===== src/rtl/audio_tick_gen.sv =====
// audio_tick_gen: per-channel fractional-N clock-enable tick generator.
// Ports: IO_main_clk, IO_rst (sync, active high), IO_en[CHANNELS] run enables,
//   IO_wr_en/IO_wr_ch/IO_wr_int/IO_wr_frac shadow-divisor write port,
//   IO_sync phase restart (only with macro TICK_SYNC_EN),
//   IO_tick[CHANNELS] one-cycle pulses, IO_pending[CHANNELS] shadow-awaiting-commit.
module audio_tick_gen #(
  parameter int CHANNELS     = 2,
  parameter int INT_W        = 12,
  parameter int FRAC_W       = 8,
  parameter int DEFAULT_INT  = 1507,
  parameter int DEFAULT_FRAC = 0
) (
  input  logic                IO_main_clk,
  input  logic                IO_rst,
  input  logic [CHANNELS-1:0] IO_en,
  input  logic                IO_wr_en,
  input  logic [2:0]          IO_wr_ch,
  input  logic [INT_W-1:0]    IO_wr_int,
  input  logic [FRAC_W-1:0]   IO_wr_frac,
`ifdef TICK_SYNC_EN
  input  logic                IO_sync,
`endif
  output logic [CHANNELS-1:0] IO_tick,
  output logic [CHANNELS-1:0] IO_pending
);

  localparam logic [INT_W-1:0]  DEF_N = INT_W'(DEFAULT_INT);
  localparam logic [FRAC_W-1:0] DEF_F = FRAC_W'(DEFAULT_FRAC);
  localparam logic [INT_W:0]    ONE   = (INT_W+1)'(1);
  localparam logic [INT_W:0]    ZERO  = '0;

  for (genvar g = 0; g < CHANNELS; g++) begin : g_ch
    logic [INT_W:0]    cnt_q, cnt_d;
    logic [FRAC_W-1:0] acc_q, acc_d;
    logic              ext_q, ext_d;
    logic              run_q, run_d;
    logic              tick_q, tick_d;
    logic              pend_q, pend_d;
    logic [INT_W-1:0]  an_q, an_d, sn_q, sn_d;
    logic [FRAC_W-1:0] af_q, af_d, sf_q, sf_d;
    logic [FRAC_W:0]   sum;
    logic              wr_hit, wrap, commit;

    always_comb begin
      wr_hit = IO_wr_en && (IO_wr_ch == 3'(g));
      // run_q marks that the counter has already spent its first
      // enabled cycle at zero, so re-enable gives a full period.
      wrap   = run_q &&
               (cnt_q == ({1'b0, an_q} + {{INT_W{1'b0}}, ext_q}));
      commit = pend_q && (wrap || !IO_en[g]);
`ifdef TICK_SYNC_EN
      if (IO_sync) commit = pend_q;
`endif
      an_d = commit ? sn_q : an_q;
      af_d = commit ? sf_q : af_q;
      sum  = {1'b0, acc_q} + {1'b0, af_d};

      cnt_d = cnt_q;
      acc_d = acc_q;
      ext_d = ext_q;
      run_d = run_q;
      if (!IO_en[g]) begin
        cnt_d = ZERO;
        acc_d = '0;
        ext_d = 1'b0;
        run_d = 1'b0;
      end else if (!run_q) begin
        cnt_d = ZERO;
        run_d = 1'b1;
      end else if (wrap) begin
        // new divisor's fraction decides the next period's stretch
        cnt_d = ZERO;
        acc_d = sum[FRAC_W-1:0];
        ext_d = sum[FRAC_W];
      end else begin
        cnt_d = cnt_q + ONE;
      end
      tick_d = run_d &&
               (cnt_d == ({1'b0, an_d} + {{INT_W{1'b0}}, ext_d}));
`ifdef TICK_SYNC_EN
      if (IO_sync) begin
        cnt_d  = ZERO;
        acc_d  = '0;
        ext_d  = 1'b0;
        run_d  = IO_en[g];
        tick_d = 1'b0;
      end
`endif

      sn_d   = sn_q;
      sf_d   = sf_q;
      pend_d = pend_q && !commit;
      if (wr_hit) begin
        sn_d   = IO_wr_int;
        sf_d   = IO_wr_frac;
        pend_d = 1'b1;
      end
    end

    always_ff @(posedge IO_main_clk) begin
      if (IO_rst) begin
        cnt_q  <= ZERO;
        acc_q  <= '0;
        ext_q  <= 1'b0;
        run_q  <= 1'b0;
        tick_q <= 1'b0;
        pend_q <= 1'b0;
        an_q   <= DEF_N;
        af_q   <= DEF_F;
        sn_q   <= DEF_N;
        sf_q   <= DEF_F;
      end else begin
        cnt_q  <= cnt_d;
        acc_q  <= acc_d;
        ext_q  <= ext_d;
        run_q  <= run_d;
        tick_q <= tick_d;
        pend_q <= pend_d;
        an_q   <= an_d;
        af_q   <= af_d;
        sn_q   <= sn_d;
        sf_q   <= sf_d;
      end
    end

    assign IO_tick[g]    = tick_q;
    assign IO_pending[g] = pend_q;
  end

endmodule


===== config.mk =====
export PLATFORM = sky130hd
export DESIGN_NAME = audio_tick_gen
export DESIGN_NICKNAME = d
export VERILOG_FILES = /design/src/rtl/audio_tick_gen.sv
export SDC_FILE = /design/constraint.sdc
export NUM_CORES = 1
export LEC_CHECK = 0
export BUFFER_PORTS_ARGS = -buffer_cell sky130_fd_sc_hd__buf_4
export CAP_MARGIN = 20
export CORE_MARGIN = 2
export CORE_UTILIZATION = 50
export DETAILED_ROUTE_END_ITERATION = 8
export PLACE_DENSITY_LB_ADDON = 0.12
export SLEW_MARGIN = 15
export SYNTH_ARGS = -nofsm -noshare
export SYNTH_HDL_FRONTEND = slang
export SYNTH_SLANG_ARGS = --single-unit

===== constraint.sdc =====
create_clock -name IO_main_clk -period 5.85 [get_ports IO_main_clk]
set_input_delay 1.17 -clock IO_main_clk [delete_from_list [all_inputs] [get_ports IO_main_clk]]
set_output_delay 1.17 -clock IO_main_clk [all_outputs]
set_load 0.03 [all_outputs]

---- Word-level counts from Yosys, hierarchy flattened ----
Index checks and enable logic that the tools add are counted.
W data, S select, Z words.
word-level totals
  register bits ........................... 130
  input bits .............................. 28
cells by class
  $add $sub $neg .......................... 8
  equal/unequal tests ..................... 5
  muxes and demuxes ....................... 20
  bitwise operators ....................... 2
  reduce and logical (&&, ||, !) cells .... 21
operator list
  kind                     count
  $mux W13                 6
  $add A12 B1 Y13          4
  $eq A13 B13 Y1           4
  $add A13 B1 Y13 const B  2
  $mux W12                 2
  $add A8 B8 Y9            2
  $mux W8                  2
  $logic_and A1 B1 Y1      10
  $mux W1                  10
  $logic_not A1 Y1         4
  $reduce_and A2 Y1        2
  $reduce_or A2 Y1         2
  $eq A3 B1 Y1 const B     1
  $logic_not A3 Y1         1
  $logic_or A1 B1 Y1       2
  $not A1 Y1               2

---- Logic depth before layout (Yosys ltp) ----
  depth in word-level cells ............... 13
  depth in mapped cells ................... 34
  gate-level depth less buffers ........... 30

---- Least setup slack after synthesis ----
OpenSTA, ideal clock, no wires.
  path type ............................... register -> register
  start point ............................. reg g_ch[1].ext_q
  end point ............................... reg g_ch[1].tick_q
  setup time .............................. 0.091 ns
  arrival ................................. 6.082 ns
  required time ........................... 5.759 ns
  slack ................................... -0.323 ns
  stages on the path, launching flop included .. 30
  buffers on the path ..................... 4
  cells stage by stage .................... dfxtp_1 > ha_1 > ha_1 > clkbuf_1 > nand2_1 > and4_1 > o32ai_1 > o41a_1 > buf_2 > clkbuf_1 > buf_1 > mux2_2 > ha_1 > nor2b_1 > o21ai_0 > nand2b_1 > a21oi_1 > o21bai_1 > a21o_1 > a211oi_1 > nor2_1 > ha_1 > ha_1 > and3_1 > and3b_1 > a21oi_1 > xor2_1 > o21ai_0 > nand4b_1 > nor4bb_1
between the ends
  word-level cells in the longest chain between the ends .. 13
  elaborated cells on any way between the ends .. 17
  classes of those cells .................. 3 x add/sub; 2 x eq/ne; 8 x mux; 4 x reduce/logical
RTL lines
  item                       RTL line  source
  from (decl)                35        logic ext_q, ext_d;
  from (signal assigned)     115       ext_q <= ext_d;
  $add A12 B1 Y13            49        (cnt_q == ({1'b0, an_q} + {{INT_W{1'b0}}, ext_q}));
  $eq A13 B13 Y1             49
  $logic_and A1 B1 Y1        48        wrap = run_q &&
  $logic_or A1 B1 Y1         50        commit = pend_q && (wrap || !IO_en[g]);
  $logic_and A1 B1 Y1        50
  $mux W8                    55        af_d = commit ? sf_q : af_q;
  named net g_ch[1].af_d[2]  40        logic [FRAC_W-1:0] af_q, af_d, sf_q, sf_d;
  $add A8 B8 Y9              56        sum = {1'b0, acc_q} + {1'b0, af_d};
  $mux W1                    70        end else if (wrap) begin
  $mux W1                    67        end else if (!run_q) begin
  $mux W1                    62        if (!IO_en[g]) begin
  named net g_ch[1].ext_d    35
  $add A12 B1 Y13            79        (cnt_d == ({1'b0, an_d} + {{INT_W{1'b0}}, ext_d}));
  $eq A13 B13 Y1             79
  $logic_and A1 B1 Y1        78        tick_d = run_d &&
  to (signal assigned)       117       tick_q <= tick_d;
  to (decl)                  37        logic tick_q, tick_d;
The timed path passes the listed nets, and every way through them passes these cells.
A chain may end at the register's enable or synchronous reset.

---- Worst setup path in the final report ----
  start point ............................. reg g_ch[0].an_q[0]
  end point ............................... reg g_ch[0].tick_q
between the ends
  word-level cells in the longest chain between the ends .. 13
  elaborated cells on any way between the ends .. 17
  classes of those cells .................. 3 x add/sub; 2 x eq/ne; 8 x mux; 4 x reduce/logical
RTL lines
  item                       RTL line  source
  from (decl)                39        logic [INT_W-1:0] an_q, an_d, sn_q, sn_d;
  from (signal assigned)     119       an_q <= an_d;
  $add A12 B1 Y13            49
  $eq A13 B13 Y1             49
  $logic_and A1 B1 Y1        48
  $logic_or A1 B1 Y1         50
  $logic_and A1 B1 Y1        50
  $mux W8                    55
  named net g_ch[0].af_d[2]  40
  $add A8 B8 Y9              56
  $mux W1                    70
  $mux W1                    67
  $mux W1                    62
  named net g_ch[0].ext_d    35
  $add A12 B1 Y13            79
  $eq A13 B13 Y1             79
  $logic_and A1 B1 Y1        78
  to (signal assigned)       117
  to (decl)                  37
The timed path passes the listed nets, and every way through them passes these cells.

==> flow_metrics.py <==
metrics = {
    "outcome": {
        "outcome": "complete, no violations",
    },
    "synthesis": {
        "synth_fa_ha_area_frac": 0.04781,
        "synth-xor-area-share": 0.09399,
        "synth_simple_gate_area_frac": 0.2874,
        "syn_nets": 1024,
        "ys_seq_area_frac": 0.3406,
        "avgSynthCellArea_um2": 7.894,
        "syn_area_um2": 7641,
        "synth-seq-cells": 130,
        "ys_warn_count": 0,
        "muxShareOfSynthArea": 0.05453,
        "synthFlopType": "dfxtp_1",
        "yosys.area.top_type": "dfxtp_1",
        "synthCells": 968,
        "synth-compound-area-share": 0.1295,
        "yosysTopAreaCellShare": 0.3406,
        "synth_top_family_by_area": "simple AND/OR/NAND/NOR gates",
        "synthArstFlopShare": 0,
        "synth.area.top_cells": "dfxtp_1 (34%), nand2_1 (7.7%), xnor2_1 (5.3%)",
        "synth.distinct_cells": 66,
        "synth-edff-count": 0,
    },
    "finish": {
        "antenna_cells": 0,
        "stdcell_area_um2": 8949,
        "final_common_cell": "nand2_1",
        "area_growth_pct": 17.11,
        "final_util": 0.5930,
        "final_nets": 1058,
        "drive_gt1_frac": 0.1685,
        "final_cell_mix": "nand2_1 (156), dfxtp_1 (125), nor2_1 (92)",
    },
    "timing": {
        "max_freq_mhz": 180.5,
        "period_share": 0.9472,
        "finalClockSkew_ns": 0.006522,
        "min_period_ns": 5.541,
        "slew_viol_final": 0,
        "hold_viol": 0,
        "timing.hold.ws_ns": 0.4575,
        "tightestPinTransition_ns": 0.9288,
        "relSlewSlack": 0.3791,
        "fin_setup_tns_ns": 0,
        "setup_viol": 0,
    },
    "floorplanning": {
        "rows": 45,
        "die_y_um": 127.6,
        "die_w_um": 127.6,
        "die_area_um2": 16290,
        "core_area_um2": 15090,
        "initial_core_util": 0.5064,
        "ios": 32,
    },
    "setup_path": {
        "reg2reg_slack_ns": 0.31,
        "r2r-end": "g_ch[0].tick_q",
        "arrival_ns": 5.87,
        "crit_fanout": 5,
        "slowest_stage": "or4b_1",
        "critPathKind": "flip-flop to flip-flop",
        "end_kind": "flip-flop",
        "max_stage_delay_ns": 0.52,
        "r2r-start": "g_ch[0].an_q[0]",
        "critPathRequiredTime_ns": 6.18,
        "rr_worst_depth": 29,
        "start_kind": "flip-flop",
    },
    "pwr": {
        "p_leak_nw": 3.626,
        "peakVddDrop_mv": 0.2340,
        "p_per_area_nw_per_um2": 228.2,
    },
    "drt": {
        "via_per_inst": 5.560,
        "dr.pass1.iters": 5,
        "routed_wl_mm": 18.60,
        "vias": 6689,
        "detail_route.iter0.violations": 391,
        "antenna_left": 0,
        "wl_per_cell_um": 15.46,
        "drc": 0,
    },
    "cts": {
        "path_clk_slew_ns": 0.06,
        "cts_max_level": 4,
        "clkLatencyLatePin_ns": 0.43,
        "ctsHoldBuffers": 0,
        "tritoncts": "yes",
        "cts.sinks": 130,
        "clockBufferDepth": 2,
        "cts_buffers": 17,
        "cts_root_buf": "clkbuf_16",
    },
    "worst_hold_path": {
        "holdCritPathClass": "flip-flop to flip-flop",
        "whs_endpoint": "g_ch[1].acc_q[2]",
        "holdCritStartpoint": "g_ch[1].acc_q[2]",
        "hold_depth": 2,
    },
    "global_routing": {
        "antenna_found_initial": 0,
        "grt_pass1_wl_mm": 30.02,
        "grt_pass1_vias": 6079,
        "grt-ovfl-total": 0,
        "grt_max_degree": 54,
        "grt_use_total": 0.2294,
    },
    "placed_design": {
        "post_dp_cell_area_um2": 8103,
        "place_congestion": 0.9588,
        "port_buffers": 31,
        "dpl.hpwl_mm": 13.38,
    },
    "job": {
        "max-cap-violations": 0,
    },
}
==> state kept, by name, summed over array words and instances (netlist names) <==
register	count
g_ch.sn_q	24
g_ch.tick_q	2
g_ch.sf_q	16
g_ch.ext_q	2
g_ch.an_q	24
g_ch.pend_q	2
g_ch.run_q	2
g_ch.af_q	16
g_ch.cnt_q	26
g_ch.acc_q	16
==> Yosys cell counts, drive strengths merged, types with 3 or more instances <==
library cell and instances:
a2111oi 4, a211o 7, a211oi 3, a21o 11, a21oi 69, a31oi 7, and2 6, and3 20
and3b 4, and4 3, buf 17, clkbuf 39, dfxtp 130, ha 26, inv 28, mux2 13
mux2i 27, nand2 156, nand2b 14, nand3 43, nand3b 12, nand4 14, nand4b 3, nor2 93
nor2b 28, nor3 17, nor3b 3, nor4 5, nor4b 3, o21ai 26, o21bai 5, o22ai 3
o31ai 3, or2 11, or3 6, xnor2 46, xor2 36
==> layer usage <==
| layer | vias up | global-route usage | part of all wire |
|---|---|---|---|
| met2 | 129 | 0.3523 | 0.45 |
| met1 | 3148 | 0.3190 | 0.49 |
| met3 | 20 | 0.05695 | 0.053 |
| met5 | - | 0 | 0 |
| met4 | 0 | 0.06917 | 0.014 |
| li1 | 3392 | - | - |
==> worst max-delay path, delay by kind of cell (launching register included) <==
kind	cells	cell delay [ns]
compound gates	9	1.76
xor+xnor	1	0.16
flops	1	0.34
fa+ha+maj	4	0.88
mux	1	0.08
simple gates	11	1.69
buf+inv	3	0.52
==> area by class of cell <==
type                            count  area, µm²
Fill cell                        1437       6141
Multi-Input combinational cell    754       4883
Sequential cell                   130       2609
Timing Repair Buffer               71      533.0
Clock buffer                       18      429.2
Tap cell                          188      235.2
Clock inverter                     14      153.9
Inverter                           28      105.1
==> how the worst max path moves through the flow <==
stage	startpoint	end
finish	g_ch[0].an_q[0]	g_ch[0].tick_q
CTS	g_ch[1].ext_q	g_ch[1].tick_q
detailed placement	g_ch[1].ext_q	g_ch[1].tick_q
floorplan	g_ch[1].ext_q	g_ch[1].tick_q
global route	g_ch[1].ext_q	g_ch[1].tick_q
global placement	g_ch[1].ext_q	g_ch[1].tick_q
==> cell families after synthesis <==
kind of cell,Yosys count
simple gates,447
flops,130
buf+inv,84
xor+xnor,82
mux,40
compound gates,157
fa+ha+maj,28
==> what timing repair did <==
| item | in CTS | in global routing |
|---|---|---|
| setup buffers | 0 | 8 |
| pin swaps | 1 | 23 |
| endpoints found under the setup margin | 1 | 2 |
| gates resized for setup | 3 | 46 |
| hold endpoints to repair | 0 | 0 |
==> stage by stage <==
stage / worst slack, ns / std cells / power, mW
final: 0.3091 / 1203 / 2.042
after global routing: -0.03515 / 1203 / 2.111
after CTS: 0.01947 / 1195 / 2.058
after detailed placement: -0.04182 / 1163 / 1.002
after global placement: 0.1554 / 1163 / 1.002
after floorplan: -0.005520 / 968 / 0.9680
==> power by group <==
part / switching [mW] / internal (mW)
Sequential: 0.00981 / 0.895
Combinational: 0.0473 / 0.0335
Clock: 0.424 / 0.632
Note: power is estimated with default switching activity, not from simulation.
